===== config.mk =====
export PLATFORM = sky130hd
export DESIGN_NAME = mul_div_unit
export DESIGN_NICKNAME = d
export VERILOG_FILES = /design/src/rtl/mdu_pkg.sv /design/src/rtl/mdu_step_core.sv /design/src/rtl/mul_div_unit.sv
export SDC_FILE = /design/constraint.sdc
export NUM_CORES = 1
export LEC_CHECK = 0
export ABC_AREA = 0
export BUFFER_PORTS_ARGS = -buffer_cell sky130_fd_sc_hd__clkbuf_2
export CORE_MARGIN = 5
export CORE_UTILIZATION = 65
export CTS_CLUSTER_DIAMETER = 200
export DETAILED_ROUTE_END_ITERATION = 12
export GPL_ROUTABILITY_DRIVEN = 1
export PLACE_DENSITY = 0.87
export SYNTH_ARGS = -nofsm -noshare
export SYNTH_HDL_FRONTEND = slang
export SYNTH_SLANG_ARGS = --single-unit

===== constraint.sdc =====
create_clock -name clk -period 7.3 [get_ports clk]
set_input_delay 1.095 -clock clk [delete_from_list [all_inputs] [get_ports clk]]
set_output_delay 1.095 -clock clk [all_outputs]
set_load 0.005 [all_outputs]

===== src/rtl/mdu_pkg.sv =====
// Shared definitions for the iterative multiply/divide unit: op codes, FSM states,
// iteration count and op-class helper.
package mdu_pkg;

  localparam int ITER = 32;

  typedef enum logic [2:0] {
    MDU_MULT  = 3'b000,
    MDU_MULTU = 3'b001,
    MDU_DIV   = 3'b010,
    MDU_DIVU  = 3'b011,
    MDU_MTHI  = 3'b100,
    MDU_MTLO  = 3'b101
  } mdu_op_e;

  typedef enum logic [1:0] {
    IDLE = 2'b00,
    RUN  = 2'b01,
    FIX  = 2'b10
  } mdu_state_e;

  // Even codes of the arithmetic group are the signed variants.
  function automatic logic is_signed_op(input logic [2:0] op);
    return ~op[0];
  endfunction

endpackage


===== src/rtl/mdu_step_core.sv =====
// One radix-2 iteration on the 2*WIDTH working register: shift-add multiply or
// restoring shift-subtract divide. Purely combinational.
module mdu_step_core
  import mdu_pkg::*;
#(
  parameter int WIDTH = ITER
) (
  input  logic                 is_div,
  input  logic [2*WIDTH-1:0]   acc,
  input  logic [WIDTH-1:0]     operand_b,
  output logic [2*WIDTH-1:0]   acc_next
);

  logic [WIDTH:0] sum_s;
  logic [WIDTH:0] diff_s;

  // Multiply keeps the product in the upper half and shifts multiplier bits out of
  // the lower half; divide shifts dividend bits into the remainder in the upper half.
  always_comb begin
    sum_s    = {1'b0, acc[2*WIDTH-1:WIDTH]}
               + (acc[0] ? {1'b0, operand_b} : {(WIDTH+1){1'b0}});
    diff_s   = acc[2*WIDTH-1:WIDTH-1] - {1'b0, operand_b};
    acc_next = {2*WIDTH{1'b0}};
    if (is_div) begin
      if (diff_s[WIDTH]) begin
        acc_next = {acc[2*WIDTH-2:0], 1'b0};
      end else begin
        acc_next = {diff_s[WIDTH-1:0], acc[WIDTH-2:0], 1'b1};
      end
    end else begin
      acc_next = {sum_s, acc[WIDTH-1:1]};
    end
  end

endmodule


===== src/rtl/mul_div_unit.sv =====
// Iterative multiply/divide unit owning architectural HI/LO; 33-cycle latency for
// MULT/MULTU/DIV/DIVU, single-edge MTHI/MTLO.
module mul_div_unit
  import mdu_pkg::*;
#(
  parameter int WIDTH = ITER,
  parameter int CNT_W = 6
) (
  input  logic             clk,
  input  logic             rst_n,
  input  logic             start,
  input  logic [2:0]       op,
  input  logic [WIDTH-1:0] rs_data,
  input  logic [WIDTH-1:0] rt_data,
  output logic [WIDTH-1:0] hi,
  output logic [WIDTH-1:0] lo,
  output logic             busy,
  output logic             done
);

  localparam logic [CNT_W-1:0] LAST_STEP = CNT_W'(WIDTH - 1);
  localparam logic [WIDTH-1:0] ZERO_W    = {WIDTH{1'b0}};

  mdu_state_e         state_r;
  logic [CNT_W-1:0]   cnt_r;
  logic [2*WIDTH-1:0] acc_r;
  logic [WIDTH-1:0]   b_r;
  logic               is_div_r;
  logic               sign_a_r;
  logic               sign_b_r;
  logic [WIDTH-1:0]   hi_r;
  logic [WIDTH-1:0]   lo_r;
  logic               done_r;

  logic               neg_a_s;
  logic               neg_b_s;
  logic [WIDTH-1:0]   abs_a_s;
  logic [WIDTH-1:0]   abs_b_s;
  logic [2*WIDTH-1:0] acc_next_s;
  logic [2*WIDTH-1:0] prod_s;
  logic [WIDTH-1:0]   quot_s;
  logic [WIDTH-1:0]   rem_s;
  logic [WIDTH-1:0]   fix_hi_s;
  logic [WIDTH-1:0]   fix_lo_s;

  mdu_step_core #(.WIDTH(WIDTH)) u_step (
    .is_div    (is_div_r),
    .acc       (acc_r),
    .operand_b (b_r),
    .acc_next  (acc_next_s)
  );

  // Operand magnitudes at accept; 0x80000000 stays 2^31 as an unsigned magnitude.
  always_comb begin
    neg_a_s = is_signed_op(op) && rs_data[WIDTH-1];
    neg_b_s = is_signed_op(op) && rt_data[WIDTH-1];
    abs_a_s = neg_a_s ? (ZERO_W - rs_data) : rs_data;
    abs_b_s = neg_b_s ? (ZERO_W - rt_data) : rt_data;
  end

  // Sign fixup; with a zero divisor the remainder path already rebuilds the raw dividend.
  always_comb begin
    prod_s   = (sign_a_r ^ sign_b_r) ? ({2*WIDTH{1'b0}} - acc_r) : acc_r;
    quot_s   = (sign_a_r ^ sign_b_r) ? (ZERO_W - acc_r[WIDTH-1:0]) : acc_r[WIDTH-1:0];
    rem_s    = sign_a_r ? (ZERO_W - acc_r[2*WIDTH-1:WIDTH]) : acc_r[2*WIDTH-1:WIDTH];
    fix_hi_s = prod_s[2*WIDTH-1:WIDTH];
    fix_lo_s = prod_s[WIDTH-1:0];
    if (is_div_r) begin
      fix_hi_s = rem_s;
      if (b_r == ZERO_W) begin
        fix_lo_s = {WIDTH{1'b1}};
      end else begin
        fix_lo_s = quot_s;
      end
    end else begin
      fix_hi_s = prod_s[2*WIDTH-1:WIDTH];
    end
  end

  // Control FSM, iteration counter, working registers and HI/LO.
  always_ff @(posedge clk) begin
    if (!rst_n) begin
      state_r  <= IDLE;
      cnt_r    <= {CNT_W{1'b0}};
      acc_r    <= {2*WIDTH{1'b0}};
      b_r      <= ZERO_W;
      is_div_r <= 1'b0;
      sign_a_r <= 1'b0;
      sign_b_r <= 1'b0;
      hi_r     <= ZERO_W;
      lo_r     <= ZERO_W;
      done_r   <= 1'b0;
    end else begin
      done_r <= 1'b0;
      case (state_r)
        IDLE: begin
          // The done cycle still reports busy, so requests there are dropped too.
          if (start && !done_r) begin
            case (op)
              MDU_MULT, MDU_MULTU, MDU_DIV, MDU_DIVU: begin
                acc_r    <= {ZERO_W, abs_a_s};
                b_r      <= abs_b_s;
                sign_a_r <= neg_a_s;
                sign_b_r <= neg_b_s;
                is_div_r <= op[1];
                cnt_r    <= {CNT_W{1'b0}};
                state_r  <= RUN;
              end
              MDU_MTHI: hi_r <= rs_data;
              MDU_MTLO: lo_r <= rs_data;
              default: ;
            endcase
          end
        end
        RUN: begin
          acc_r <= acc_next_s;
          cnt_r <= cnt_r + CNT_W'(1);
          if (cnt_r == LAST_STEP) begin
            state_r <= FIX;
          end
        end
        FIX: begin
          hi_r    <= fix_hi_s;
          lo_r    <= fix_lo_s;
          done_r  <= 1'b1;
          state_r <= IDLE;
        end
        default: state_r <= IDLE;
      endcase
    end
  end

  assign hi   = hi_r;
  assign lo   = lo_r;
  assign done = done_r;
  assign busy = (state_r != IDLE) || done_r;

endmodule


# Yosys cells after proc, flatten, opt, wreduce, memory -nomap -nowiden
# Cells that the tools add are included.
# classes
muxes,28
n_reduce_logical,17
add_sub_neg,8
n_eq_ne,13
bitwise,2
# ops
operator,n
2-to-1 mux 32 bit,12
2-to-1 mux 64 bit,5
one-hot mux 32 bit (2 select lines),2
one-hot mux 64 bit (2 select lines),1
"subtractor 1 x 32 -> 32 bit, first input constant",4
"subtractor 1 x 64 -> 64 bit, first input constant",1
adder 32 x 33 -> 33 bit,1
subtractor 33 x 32 -> 33 bit,1
logical NOT 32 bit,1
AND reduction 3 bit,5
2-to-1 mux 6 bit,2
one-hot mux 6 bit (2 select lines),1
"adder 6 x 1 -> 6 bit, second input constant",1
"== test 3 x 2 -> 1 bit, second input constant",2
"== test 3 bit, second input constant",2
"== test 6 x 5 -> 1 bit, second input constant",1
2-to-1 mux 2 bit,3
"!= test 2 x 1 -> 1 bit, second input constant",3
nonzero test 2 bit,3
"!= test 2 bit, second input constant",2
one-hot mux 2 bit (2 select lines),1
OR reduction 4 bit,1
"== test 3 x 1 -> 1 bit, second input constant",1
logical AND 1 bit,3
other kinds (9),9
# totals
register_bits,172
input_bits,70

# Longest topological paths before layout
# Gate-level depths: netlist (run 1).
# depth
depth_word,6
mapped_depth,14
mapped_depth_nobuf,14

# Hierarchy
# From an unflattened synthesis (run 1), not the netlist that was laid out.
# hier_totals
cells_unflattened,1942
hier_area_um2,14719.1
# modules_own_cells
mod,seq_area_each_um2,n_inst,cells_per_inst,area_per_inst_um2
mul_div_unit,3443.3,1,1254,9898.2
mdu_step_core,0.0,1,688,4820.9

# Worst setup path before layout (run 1)
# OpenSTA, ideal clock, no wires.
# synth_path
path_type,input to register
start,in rt_data[10]
end,reg b_r[29]
n_path_buf,0
arrival_time_ps,3201
path_slack_ps,3983
path_stages,10
setup_time_ps,116
path_cell_list,or4_1 > nor3_1 > nand3_1 > or2_2 > nor4_4 > nand2_1 > o41ai_2 > xor2_1 > nand2_1 > o211a_1
# synth_via
elab_chain_len,2
# synth_rtl
item,line_no,text
start: declaration,mul_div_unit.sv:14,"input logic [WIDTH-1:0] rt_data,"
subtractor 1 x 32 -> 32 bit,mul_div_unit.sv:58,abs_b_s = neg_b_s ? (ZERO_W - rt_data) : rt_data;
2-to-1 mux 32 bit,mul_div_unit.sv:58,
end signal: assignment,mul_div_unit.sv:102,b_r <= abs_b_s;
end: declaration,mul_div_unit.sv:27,logic [WIDTH-1:0] b_r;
# No other way between the ends.
# A chain may end at the register's enable or synchronous reset.

# Worst setup path after layout (run 1)
# layout_path
start,reg acc_r[0]
end,reg acc_r[57]
# layout_via
elab_chain_len,4
# layout_rtl
item,line_no,text
start: declaration,mul_div_unit.sv:26,logic [2*WIDTH-1:0] acc_r;
start signal: assignment,mul_div_unit.sv:85,acc_r <= {2*WIDTH{1'b0}};
start signal: assignment,mul_div_unit.sv:101,"acc_r <= {ZERO_W, abs_a_s};"
start signal: assignment,mul_div_unit.sv:116,acc_r <= acc_next_s;
2-to-1 mux 32 bit,mdu_step_core.sv:21,"+ (acc[0] ? {1'b0, operand_b} : {(WIDTH+1){1'b0}});"
adder 32 x 33 -> 33 bit,mdu_step_core.sv:21,
2-to-1 mux 64 bit,mdu_step_core.sv:24,if (is_div) begin
one-hot mux 64 bit (2 select lines),mul_div_unit.sv:95,case (state_r)
# No other way between the ends.

==> results of run 1 <==
## final cells by class
class / instances / share of cell area
multi-input cells: 1444 / 0.6365
flip-flops and latches: 172 / 0.2303
repair buffers: 155 / 0.05520
clock buffers: 19 / 0.02961
well taps: 270 / 0.02258
inverters: 67 / 0.01681
clock inverters: 13 / 0.009033
## per-layer routing
metal  vias up  global-route usage  part of all wire
met3       206             0.06762              0.11
li1       6663                   -                 -
met4         0              0.2548             0.074
met1      6744              0.4436              0.36
met2       897              0.6069              0.46
met5         -                   0                 0
## registers in the layout (all words and copies together), names as in the netlist
register,flops
b_r,32
is_div_r,1
lo,32
done,1
state_r,2
hi,32
cnt_r,6
sign_a_r,1
acc_r,64
sign_b_r,1
## stage by stage
step | hold slack [ns] | power [W] | setup WS [ns] | instances | cell area [µm²]
after floorplan | 0.4483 | 0.001517 | 3.983 | 1789 | 13590
after global placement | 0.4695 | 0.001701 | 3.538 | 2108 | 14380
after detailed placement | 0.4870 | 0.001715 | 3.470 | 2108 | 14380
after CTS | 0.4957 | 0.002617 | 3.424 | 2140 | 14960
after global routing | 0.5089 | 0.002735 | 3.130 | 2140 | 14960
final | 0.4989 | 0.002637 | 3.307 | 2140 | 14960
## synth_stat cells (4+ instances only)
cell                         n  share of area
sky130_fd_sc_hd__a211o_1     4         0.0026
sky130_fd_sc_hd__nand2_1   155          0.043
sky130_fd_sc_hd__nand4_1    11         0.0051
sky130_fd_sc_hd__o21bai_1    4         0.0022
sky130_fd_sc_hd__o21a_1      5         0.0028
sky130_fd_sc_hd__clkbuf_1   85          0.023
sky130_fd_sc_hd__a311oi_1    8         0.0052
sky130_fd_sc_hd__a211oi_1   31          0.017
sky130_fd_sc_hd__o21ai_0   103          0.038
sky130_fd_sc_hd__nor3b_1     6         0.0033
sky130_fd_sc_hd__o41ai_1     7         0.0045
sky130_fd_sc_hd__o221ai_1   24          0.015
sky130_fd_sc_hd__buf_2       5         0.0018
sky130_fd_sc_hd__and4_1      4         0.0026
sky130_fd_sc_hd__a221oi_1   35          0.023
sky130_fd_sc_hd__a22oi_1    24          0.013
sky130_fd_sc_hd__or4_1       7         0.0039
sky130_fd_sc_hd__nor4_1     19         0.0087
sky130_fd_sc_hd__mux2i_1    62          0.046
sky130_fd_sc_hd__ha_1       69          0.064
sky130_fd_sc_hd__nor4b_1     4         0.0026
sky130_fd_sc_hd__a31oi_1    20         0.0092
sky130_fd_sc_hd__xor2_1     73          0.047
sky130_fd_sc_hd__o211a_1    29          0.021
sky130_fd_sc_hd__or3_1      23          0.011
sky130_fd_sc_hd__nand2b_1   24          0.011
sky130_fd_sc_hd__a21oi_1   201          0.074
sky130_fd_sc_hd__or2_2       5         0.0023
sky130_fd_sc_hd__nor2_1    186          0.051
sky130_fd_sc_hd__o211ai_1   22          0.012
sky130_fd_sc_hd__xnor2_1    96          0.062
sky130_fd_sc_hd__o21ai_1     6         0.0022
sky130_fd_sc_hd__buf_1      15         0.0041
sky130_fd_sc_hd__dfxtp_1   172           0.25
sky130_fd_sc_hd__and2_1     13         0.0060
sky130_fd_sc_hd__o31ai_1    12         0.0066
sky130_fd_sc_hd__and3_1      7         0.0032
sky130_fd_sc_hd__nor3_1     38          0.014
sky130_fd_sc_hd__nand3_1    25         0.0092
sky130_fd_sc_hd__nor2b_1    19         0.0087
sky130_fd_sc_hd__a21o_1     19          0.010
sky130_fd_sc_hd__inv_1      67          0.019
## tightest hold or removal path, stage by stage, from the launching register on
cell and delay (ns):
sky130_fd_sc_hd__dfxtp_1 0.33, sky130_fd_sc_hd__o21ai_0 0.07, sky130_fd_sc_hd__a21oi_1 0.06
## worst min-delay path by stage
| stage | slack, ns | cells after the start | to | startpoint |
|---|---|---|---|---|
| after global placement | 0.47 | 2 | cnt_r[5] | cnt_r[5] |
| after CTS | 0.50 | 2 | cnt_r[5] | cnt_r[5] |
| after global routing | 0.51 | 2 | cnt_r[5] | cnt_r[5] |
| final | 0.50 | 2 | cnt_r[5] | cnt_r[5] |
| after detailed placement | 0.49 | 2 | cnt_r[5] | cnt_r[5] |
| after floorplan | 0.45 | 2 | hi[0] | hi[0] |
## cells by family after synthesis
logic type | Yosys count | share of synthesized area
compound gates | 585 | 0.2820
xor+xnor | 171 | 0.1113
fa+ha+maj | 71 | 0.06647
buf+inv | 173 | 0.04879
flops | 172 | 0.2534
mux | 62 | 0.04566
simple gates | 555 | 0.1924
## where the power goes
part           total, W  switching, W  internal, W
clock          0.000916      0.000427     0.000488
sequential      0.00105     0.0000616     0.000984
combinational  0.000676      0.000421     0.000255
==> run summary, run 1 <==
=====================================================================================
Result of the run                                                           completed
Die footprint                                                               23900 µm²
Number of resized instances in the post-cts repair step                             0
Multi-input gate area                                                        9522 µm²
Clock slew seen by the registers of the worst setup and hold paths            0.08 ns
CP Capture Type                                                                  flop
Layout overhead on the synthesized area                                        10.07%
Largest net degree at the start of global routing                                  76
Sequential cell area                                                         3445 µm²
Critical path's slowest cell                                             sky130_fd_sc_hd__o21ai_0
Reg2reg end                                                                 acc_r[57]
Final worst-path cycle share                                                   0.5470
Routed wirelength normalized by instance count                               21.36 µm
Post-Synthesis Cells                                                             1789
Slack of the worst reg-to-reg path                                            3.31 ns
Inserted Diodes                                                                     0
Pwr dens                                                                 176.3 nW/µm²
Synthesized net count                                                            1930
Setup TNS                                                                        0 ns
Number of warnings reported in the yosys synthesis log                              0
Quantity of hold-fixing buffers added after cts                                     0
Clock tree from TritonCTS                                                         yes
Number of buffer cells added on primary ports                                     135
Initial antenna violation count                                                     0
Antenna Nets Post-Route                                                             0
Summed instance area of the synthesized netlist                             13590 µm²
Required time reported for the critical path endpoint                         7.59 ns
Static leakage power                                                         6.482 nW
Unrepaired setup endpoints after global routing                                    no
Number of DRC violations after detailed-routing iteration 0                      1737
Final critical delay including setup and external delays                     3.993 ns
Number of synthesized flops with an enable pin                                      0
Count of nets after finishing                                                    1998
Nature of the critical path startpoint                                           flop
Number of placement rows                                                           52
Launch instance of the worst register-to-register path                       acc_r[0]
Slew at the pin closest to its max-slew limit                                1.355 ns
Starting utilization of the core area                                          0.6652
Clock network latency to the later pin of the worst-skew pair                 0.44 ns
Highest-count cells in the layout ignoring fill and taps                 200 x sky130_fd_sc_hd__a21oi_1, 184 x sky130_fd_sc_hd__nor2_1, 171 x sky130_fd_sc_hd__dfxtp_1
Via count normalized by instance count                                          6.780
Final setup fails                                                                   0
Worst Skew                                                                 0.01125 ns
Total number of H-tree levels                                                       4
Filler cell count in the final layout                                            1641
Delay contributed by the slowest stage of the critical path                   0.61 ns
Cell chosen for the clock root                                           sky130_fd_sc_hd__clkbuf_16
Maximum resistive drop on vdd                                               0.1646 mV
Cells on worst reg2reg path                                                        14
Yosys reg bits                                                                    172
Post-CTS Setup Repair Bufs                                                          0
Most frequent standard cell in the layout excluding fill and tap cells   sky130_fd_sc_hd__a21oi_1
Number of design rule violations left after detail routing                          0
Termination of the worst setup path                                         acc_r[57]
Crit path buf inv count                                                             2
Via count of the first global-routing pass                                      13830
Max-capacitance violation count                                                     0
TritonRoute pass-1 iters                                                            8
Main synth FF type                                                       sky130_fd_sc_hd__dfxtp_1
Max frequency                                                               250.4 MHz
Hold WC Path Type                                                        flop to flop
Global-route wire length before repair                                       72160 µm
Sink Count                                                                        172
Launching instance or port of the critical path                              acc_r[0]
I/O pin cnt                                                                       136
Data arrival time of the critical path                                        4.28 ns
Worst-path fanout max                                                              20
Distinct cell type count after synthesis                                           68
Crit Path Class                                                          flop to flop
Core utilization of the finished layout                                        0.7322
Via count                                                                       14510
Fraction of layout cells with a size suffix above 1                            0.1134
Clock Path Buffers                                                                  2
Horiz. Die Dim                                                               154.6 µm
Remaining max-slew budget at the tightest pin                                 0.08990
Slew Viols, Final                                                                   0
Chain of cells forming the critical path                                 inv_1, buf_4, nor2_1, ha_1, nand2b_1, a21oi_1, o21ai_1, o21ai_0, a211o_1, nand2_1, o21ai_0, a21oi_1, a31oi_1, o211ai_1
Routed WL                                                                    45710 µm
Number of CTS-inserted buffers                                                     17
Die Y                                                                        154.6 µm
Post-DP HPWL                                                                 33380 µm
Core region area                                                            20430 µm²
Hold Fails Final Rpt                                                                0
Portion of the post-synthesis area used by sequential elements                 0.2534
Worst path top cell family by delay                                      compound AO/OA/AOI/OAI gates
Gp weighted congestion                                                          1.006
Crit. path cell count                                                              14
Tot GR Track Use                                                               0.3716
Total gr overflow                                                                   0
FFs w/ async S/R, synth                                                             0
Post-Syn Area per Cell                                                      7.597 µm²
=====================================================================================
Power figures use the tool's default switching activity.
==> run 2: changes to the inputs <==
- CORE_UTILIZATION: 65 -> 55
- PLACE_DENSITY: 0.87 -> 0.78
- clock period: 7.3 -> 3.2 ns (I/O delays scaled with it)
==> run 2 against run 1 <==
Worst hold slack worse by 0.21 ns. Largest power group unchanged. Combinational power grew to 2.5 times the previous value. Register-to-register slack worse by 3.2 ns. Clock-buffer cell count is 2 lower. Final cell count is 7.8% higher. Global-route usage is 4.0 points lower. Die area is 17% higher.
==> run summary, run 2 (same netlist as run 1, synthesis figures left out) <==
=====================================================================================
Layout overhead on the synthesized area                                        18.00%
Static leakage power                                                         7.111 nW   +9.7%
Clock slew seen by the registers of the worst setup and hold paths            0.08 ns   about the same
Hold Fails Final Rpt                                                                0   unchanged
Slack of the worst reg-to-reg path                                            0.09 ns   -3.22 ns
Setup ws final                                                             0.09127 ns   -3.215 ns
Fraction of layout cells with a size suffix above 1                            0.1726   +0.05918
Crit path buf inv count                                                             4   +2
Slew at the pin closest to its max-slew limit                               0.8352 ns   -0.5196 ns
Data arrival time of the critical path                                        3.42 ns   -0.86 ns
Sink Count                                                                        172   unchanged
Core utilization of the finished layout                                        0.6594   -0.07283
Setup TNS                                                                        0 ns   unchanged
Routed WL                                                                    48120 µm   +5.3%
Via count                                                                       14810   +2.0%
Chain of cells forming the critical path                                 inv_1, ha_1, buf_4, a21o_1, nand2_1, o21ai_0, or2_1, a31o_2, a21oi_4, xnor2_2, buf_6, buf_4, mux2i_1, o21ai_0
Clock network latency to the later pin of the worst-skew pair                 0.44 ns   about the same
Number of placement rows                                                           57   +9.6%
Tot GR Track Use                                                               0.3320   -0.03958
Clock Path Buffers                                                                  2   unchanged
Cell chosen for the clock root                                           sky130_fd_sc_hd__clkbuf_16
Nature of the critical path startpoint                                           flop
Setup slack after placement                                              -0.009451 ns   -3.479 ns
TritonRoute pass-1 iters                                                            6   -2
Placed cell count                                                                2270   +7.7%
Result of the run                                                           completed
I/O pin cnt                                                                       136   unchanged
Hold WC Path Type                                                        primary input to flop
Final worst-path cycle share                                                   0.9715   +0.4244
Unrepaired setup endpoints after global routing                                    no
Register bank with the most flops                                               acc_r
Worst Skew                                                                 0.01350 ns   +0.002257 ns
Non-filler cells in the finished layout                                          2307   +7.8%
Antenna Nets Post-Route                                                             0   unchanged
Post-DP HPWL                                                                 36610 µm   +9.7%
Area of all placed cells without fillers                                    16040 µm²   +7.2%
Quantity of hold-fixing buffers added after cts                                     0   unchanged
Die Y                                                                        167.2 µm   +8.2%
Number of DRC violations after detailed-routing iteration 0                      1758   +1.2%
Global-route wire length before repair                                       75710 µm   +4.9%
Delay contributed by the slowest stage of the critical path                   0.32 ns   -0.29 ns
Total number of H-tree levels                                                       4   unchanged
CP Capture Type                                                                  flop
Die footprint                                                               27950 µm²   +17%
Max FFs per register                                                               64   unchanged
Max frequency                                                               321.7 MHz   +28%
Remaining max-slew budget at the tightest pin                                  0.4413   +0.3514
Slew Viols, Final                                                                   0   unchanged
Worst path top cell family by delay                                      compound AO/OA/AOI/OAI gates
Clock tree from TritonCTS                                                         yes
Required time reported for the critical path endpoint                         3.51 ns   -4.08 ns
Final setup fails                                                                   0   unchanged
Critical path's slowest cell                                             sky130_fd_sc_hd__dfxtp_1
Worst-path fanout max                                                               6   -70%
Number of design rule violations left after detail routing                          0   unchanged
Gp weighted congestion                                                          1.009   +0.30%
Highest-count cells in the layout ignoring fill and taps                 197 x sky130_fd_sc_hd__a21oi_1, 184 x sky130_fd_sc_hd__nor2_1, 168 x sky130_fd_sc_hd__dfxtp_1
Routed wirelength normalized by instance count                               20.86 µm   -2.4%
Number of CTS-inserted buffers                                                     17   unchanged
Pwr dens                                                                 393.4 nW/µm²   +120%
Maximum resistive drop on vdd                                               0.3953 mV   +140%
Horiz. Die Dim                                                               167.2 µm   +8.2%
Via count normalized by instance count                                          6.418   -5.3%
Number of buffer cells added on primary ports                                     135   unchanged
Initial antenna violation count                                                     0   unchanged
Crit Path Class                                                          flop to flop
Post-placement cell area                                                    15270 µm²   +6.2%
Via count of the first global-routing pass                                      14080   +1.8%
Starting utilization of the core area                                          0.5588   -0.1064
Count of nets after finishing                                                    2111   +5.7%
Total gr overflow                                                                   0   unchanged
Max-capacitance violation count                                                     0   unchanged
Most frequent standard cell in the layout excluding fill and tap cells   sky130_fd_sc_hd__a21oi_1
Largest net degree at the start of global routing                                  73   -3.9%
Core region area                                                            24320 µm²   +19%
Final critical delay including setup and external delays                     3.109 ns   -0.8847 ns
=====================================================================================
[run 2: layer usage]
layer,routed length (µm),up-vias,GRT usage
met5,0,-,0
met3,4279,168,0.04314
met1,19380,6935,0.4348
met2,21380,804,0.5282
li1,-,6900,-
met4,3076,0,0.1902
[run 2: worst min-delay path: stages]
cell and delay (ns):
sky130_fd_sc_hd__clkbuf_2 0.09, sky130_fd_sc_hd__nand2_1 0.07, sky130_fd_sc_hd__a21oi_1 0.06
[run 2: final timing paths]
kind,from,endpoint,cells past startpoint
min,op[1],is_div_r,3
max,b_r[11],acc_r[39],14
min reg2reg,b_r[10],b_r[10],1
max reg2reg,b_r[11],acc_r[39],14
[run 2: power by group]
part | internal (W) | total, W | leakage [nW] | switching [W]
combinational | 0.000675 | 0.00169 | 5.41 | 0.00102
clock | 0.00120 | 0.00225 | 0.302 | 0.00105
sequential | 0.00224 | 0.00236 | 1.40 | 0.000119
total | 0.00412 | 0.00631 | 7.11 | 0.00219
[run 2: final cells by class]
class / instances / area (µm²)
inverters: 67 / 254.0
flip-flops and latches: 172 / 3448
multi-input cells: 1444 / 9584
well taps: 324 / 405.4
repair buffers: 268 / 1710
fillers: 2154 / 8283
clock inverters: 14 / 206.4
clock buffers: 17 / 425.4
diodes: 1 / 2.502
[run 2: timing repair]
action | CTS | global route
setup endpoints to repair | 4 | 34
gates cloned | 0 | 0
setup buffers | 0 | 5
pin swaps | 0 | 5
gates resized for setup | 4 | 27
[run 2: stage by stage]
stage / hold slack (ns) / total power, W
6_report: 0.2924 / 0.006309
4_1_cts: 0.2820 / 0.006250
3_3_place_gp: 0.4687 / 0.004002
3_5_place_dp: 0.4847 / 0.004029
2_1_floorplan: 0.4483 / 0.003460
5_1_grt: 0.3046 / 0.006559
==> run 3: changes to the inputs <==
- CORE_UTILIZATION: 55 -> 25
- PLACE_DENSITY: 0.78 -> unset
==> run 3 against run 2 <==
Final area up 3.8%. Critical path depth down 3. Highest routed layer unchanged. Total power about the same. Non-clock buffer count up 13. Worst hold slack worse by 0.026 ns. Sequential share of layout area down 0.77 points. Setup slack better by 0.0089 ns. Maximum frequency up 0.29%.
==> run summary, run 3 (same netlist as run 1, synthesis figures left out) <==
=====================================================================================
Result of the run                                                           completed
Routed wirelength normalized by instance count                               19.22 µm   -7.8%
Net Switching                                                              0.002216 W   +1.1%
Pwr dens                                                                 379.0 nW/µm²   -3.7%
Max frequency                                                               322.6 MHz   +0.29%
Launch point of the worst hold path                                             op[1]
Count of nets after finishing                                                    2124   +0.62%
Die footprint                                                               59120 µm²   +110%
Initial antenna violation count                                                     1   +1
Launch instance of the worst register-to-register path                      acc_r[15]
Layout overhead on the synthesized area                                        22.49%
Remaining max-slew budget at the tightest pin                                  0.3825   -0.05886
Required time reported for the critical path endpoint                         3.54 ns   +0.03 ns
Delay contributed by the slowest stage of the critical path                   0.55 ns   +0.23 ns
Share of total power in combinational logic                                     0.275   +0.006
Clock network latency to the later pin of the worst-skew pair                 0.47 ns   +0.03 ns
WHS                                                                         0.2660 ns   -0.02639 ns
Gp weighted congestion                                                         0.9652   -4.4%
Detailed route wirelength on metal3                                           3468 µm   -19%
Via count normalized by instance count                                          5.382   -16%
Final worst-path cycle share                                                   0.9687   -0.002775
Part of the total power dissipated in the clock network                         0.349   -0.008
Max FFs per register                                                               64   unchanged
Sw Ratio                                                                       0.3512   +0.003865
TritonRoute pass-1 iters                                                            5   -1
Total number of H-tree levels                                                       4   unchanged
Number of DRC violations after detailed-routing iteration 0                      1116   -37%
Clock Path Buffers                                                                  2   unchanged
Maximum resistive drop on vdd                                               0.4231 mV   +7.0%
Horiz. Die Dim                                                               243.2 µm   +45%
CP Capture Type                                                                  flop
Quantity of hold-fixing buffers added after cts                                     0   unchanged
Hold WC Path Type                                                        primary input to flop
Core region area                                                            53810 µm²   +120%
Slew at the pin closest to its max-slew limit                               0.9263 ns   +0.09113 ns
Crit Path Class                                                          flop to flop
I/O pin cnt                                                                       136   unchanged
Total power                                                                0.006310 W   about the same
Die Y                                                                        243.2 µm   +45%
Hold Fails Final Rpt                                                                0   unchanged
Via count                                                                       14490   -2.1%
Global-route wire length before repair                                       80250 µm   +6.0%
Number of CTS-inserted buffers                                                     17   unchanged
Cells on worst reg2reg path                                                        11   -3
Placed cell count                                                                2657   +17%
Post-placement cell area                                                    15900 µm²   +4.1%
Slack of the worst reg-to-reg path                                            0.10 ns   about the same
Static leakage power                                                         7.161 nW   +0.70%
Hold-critical path depth                                                            3   unchanged
Worst Hold Endpoint                                                          is_div_r
Fraction of layout cells with a size suffix above 1                            0.1839   +0.01131
Via count of the first global-routing pass                                      13750   -2.4%
Reg2reg end                                                                    hi[11]
Register bank with the most flops                                               acc_r
Cell chosen for the clock root                                           sky130_fd_sc_hd__clkbuf_16
Critical path's slowest cell                                             sky130_fd_sc_hd__or4_1
Number of buffer cells added on primary ports                                     135   unchanged
Largest net degree at the start of global routing                                  74   +1.4%
Worst Skew                                                                 0.01547 ns   +0.001970 ns
Slew Viols, Final                                                                   0   unchanged
Starting utilization of the core area                                          0.2525   -0.3063
Final setup fails                                                                   0   unchanged
Data arrival time of the critical path                                        3.44 ns   +0.02 ns
Most frequent standard cell in the layout excluding fill and tap cells   sky130_fd_sc_hd__a21oi_1
Highest-count cells in the layout ignoring fill and taps                 197 x sky130_fd_sc_hd__a21oi_1, 182 x sky130_fd_sc_hd__nor2_1, 166 x sky130_fd_sc_hd__dfxtp_1
Clock tree from TritonCTS                                                         yes
Top routing layer used                                                           met4
Internal Pwr Total                                                         0.004094 W   -0.58%
Chain of cells forming the critical path                                 or4_1, nor3_1, and4bb_1, nand3_1, nor2_1, buf_4, nor3_1, buf_4, o41ai_2, xor2_1, a21oi_1
Wire length on met2                                                          23810 µm   +11%
Final critical delay including setup and external delays                     3.100 ns   -0.008880 ns
Number of design rule violations left after detail routing                          0   unchanged
Antenna Nets Post-Route                                                             0   unchanged
Area of all placed cells without fillers                                    16650 µm²   +3.8%
Unrepaired setup endpoints after global routing                                   yes
Max-capacitance violation count                                                     0   unchanged
Wire length the detailed router placed on met1                               23390 µm   +21%
Worst-path fanout max                                                              11   +5
Routed WL                                                                    51760 µm   +7.6%
Part of the power in registers                                                  0.376   +0.002
Post-DP HPWL                                                                 40560 µm   +11%
Number of placement rows                                                           85   +49%
Clock slew seen by the registers of the worst setup and hold paths            0.07 ns   about the same
Tot GR Track Use                                                               0.1679   -0.1641
Non-filler cells in the finished layout                                          2693   +17%
Nature of the critical path startpoint                                           flop
Total gr overflow                                                                   0   unchanged
Sink Count                                                                        172   unchanged
=====================================================================================
-- run 3: power by group through the flow --
stage / Clock [W] / Sequential [W] / Combinational [W]
after CTS: 0.00223 / 0.00237 / 0.00170
final: 0.00220 / 0.00237 / 0.00173
after detailed placement: 0 / 0.00242 / 0.00169
after global routing: 0.00232 / 0.00239 / 0.00190
after global placement: 0 / 0.00241 / 0.00168
after floorplan: 0 / 0.00236 / 0.00110
-- run 3: area by class of cell --
class                      instances  area, µm²
clock inverter                    13      145.1
clock buffer                      19      452.9
sequential                       172       3451
tap                              696      870.8
inverter                          67      254.0
antenna                            1      2.502
multi-input combinational       1444       9633
timing repair buffer             281       1838
fill                            5812      37170
-- run 3: how the worst max path moves through the flow --
stage	from	endpoint
2_1_floorplan	acc_r[0]	acc_r[61]
3_3_place_gp	b_r[6]	acc_r[62]
3_5_place_dp	acc_r[0]	acc_r[62]
4_1_cts	acc_r[31]	acc_r[63]
5_1_grt	acc_r[31]	acc_r[56]
6_report	acc_r[15]	hi[11]
-- run 3: critical path, delay by kind of cell (launching register included) --
family | cells | cell delay (ns)
buffers and inverters | 2 | 0.39
flip-flops | 1 | 0.31
AO/OA/AOI/OAI | 2 | 0.37
XOR/XNOR | 1 | 0.33
AND/OR/NAND/NOR | 6 | 1.56
-- run 3: through the flow --
stage	TNS [ns]	util	worst slack [ns]
CTS	0	0.3068	0.003310
floorplan	0	-	0.08623
finish	0	0.3093	0.1001
global placement	0	0.2955	0.01553
global route	-0.1903	0.3093	-0.05834
detailed placement	-0.04291	0.2955	-0.02590
-- run 3: timing repair --
action / in CTS / in global routing
setup endpoints to repair: 4 / 31
gates resized for setup: 5 / 35
buffers inserted: 1 / 2
pin swaps: 1 / 4
-- run 3: layer usage --
metal	vias to the layer above	global-route usage
met1	6971	0.2341
met4	0	0.04406
met3	59	0.02585
met2	549	0.2715
met5	-	0
li1	6915	-
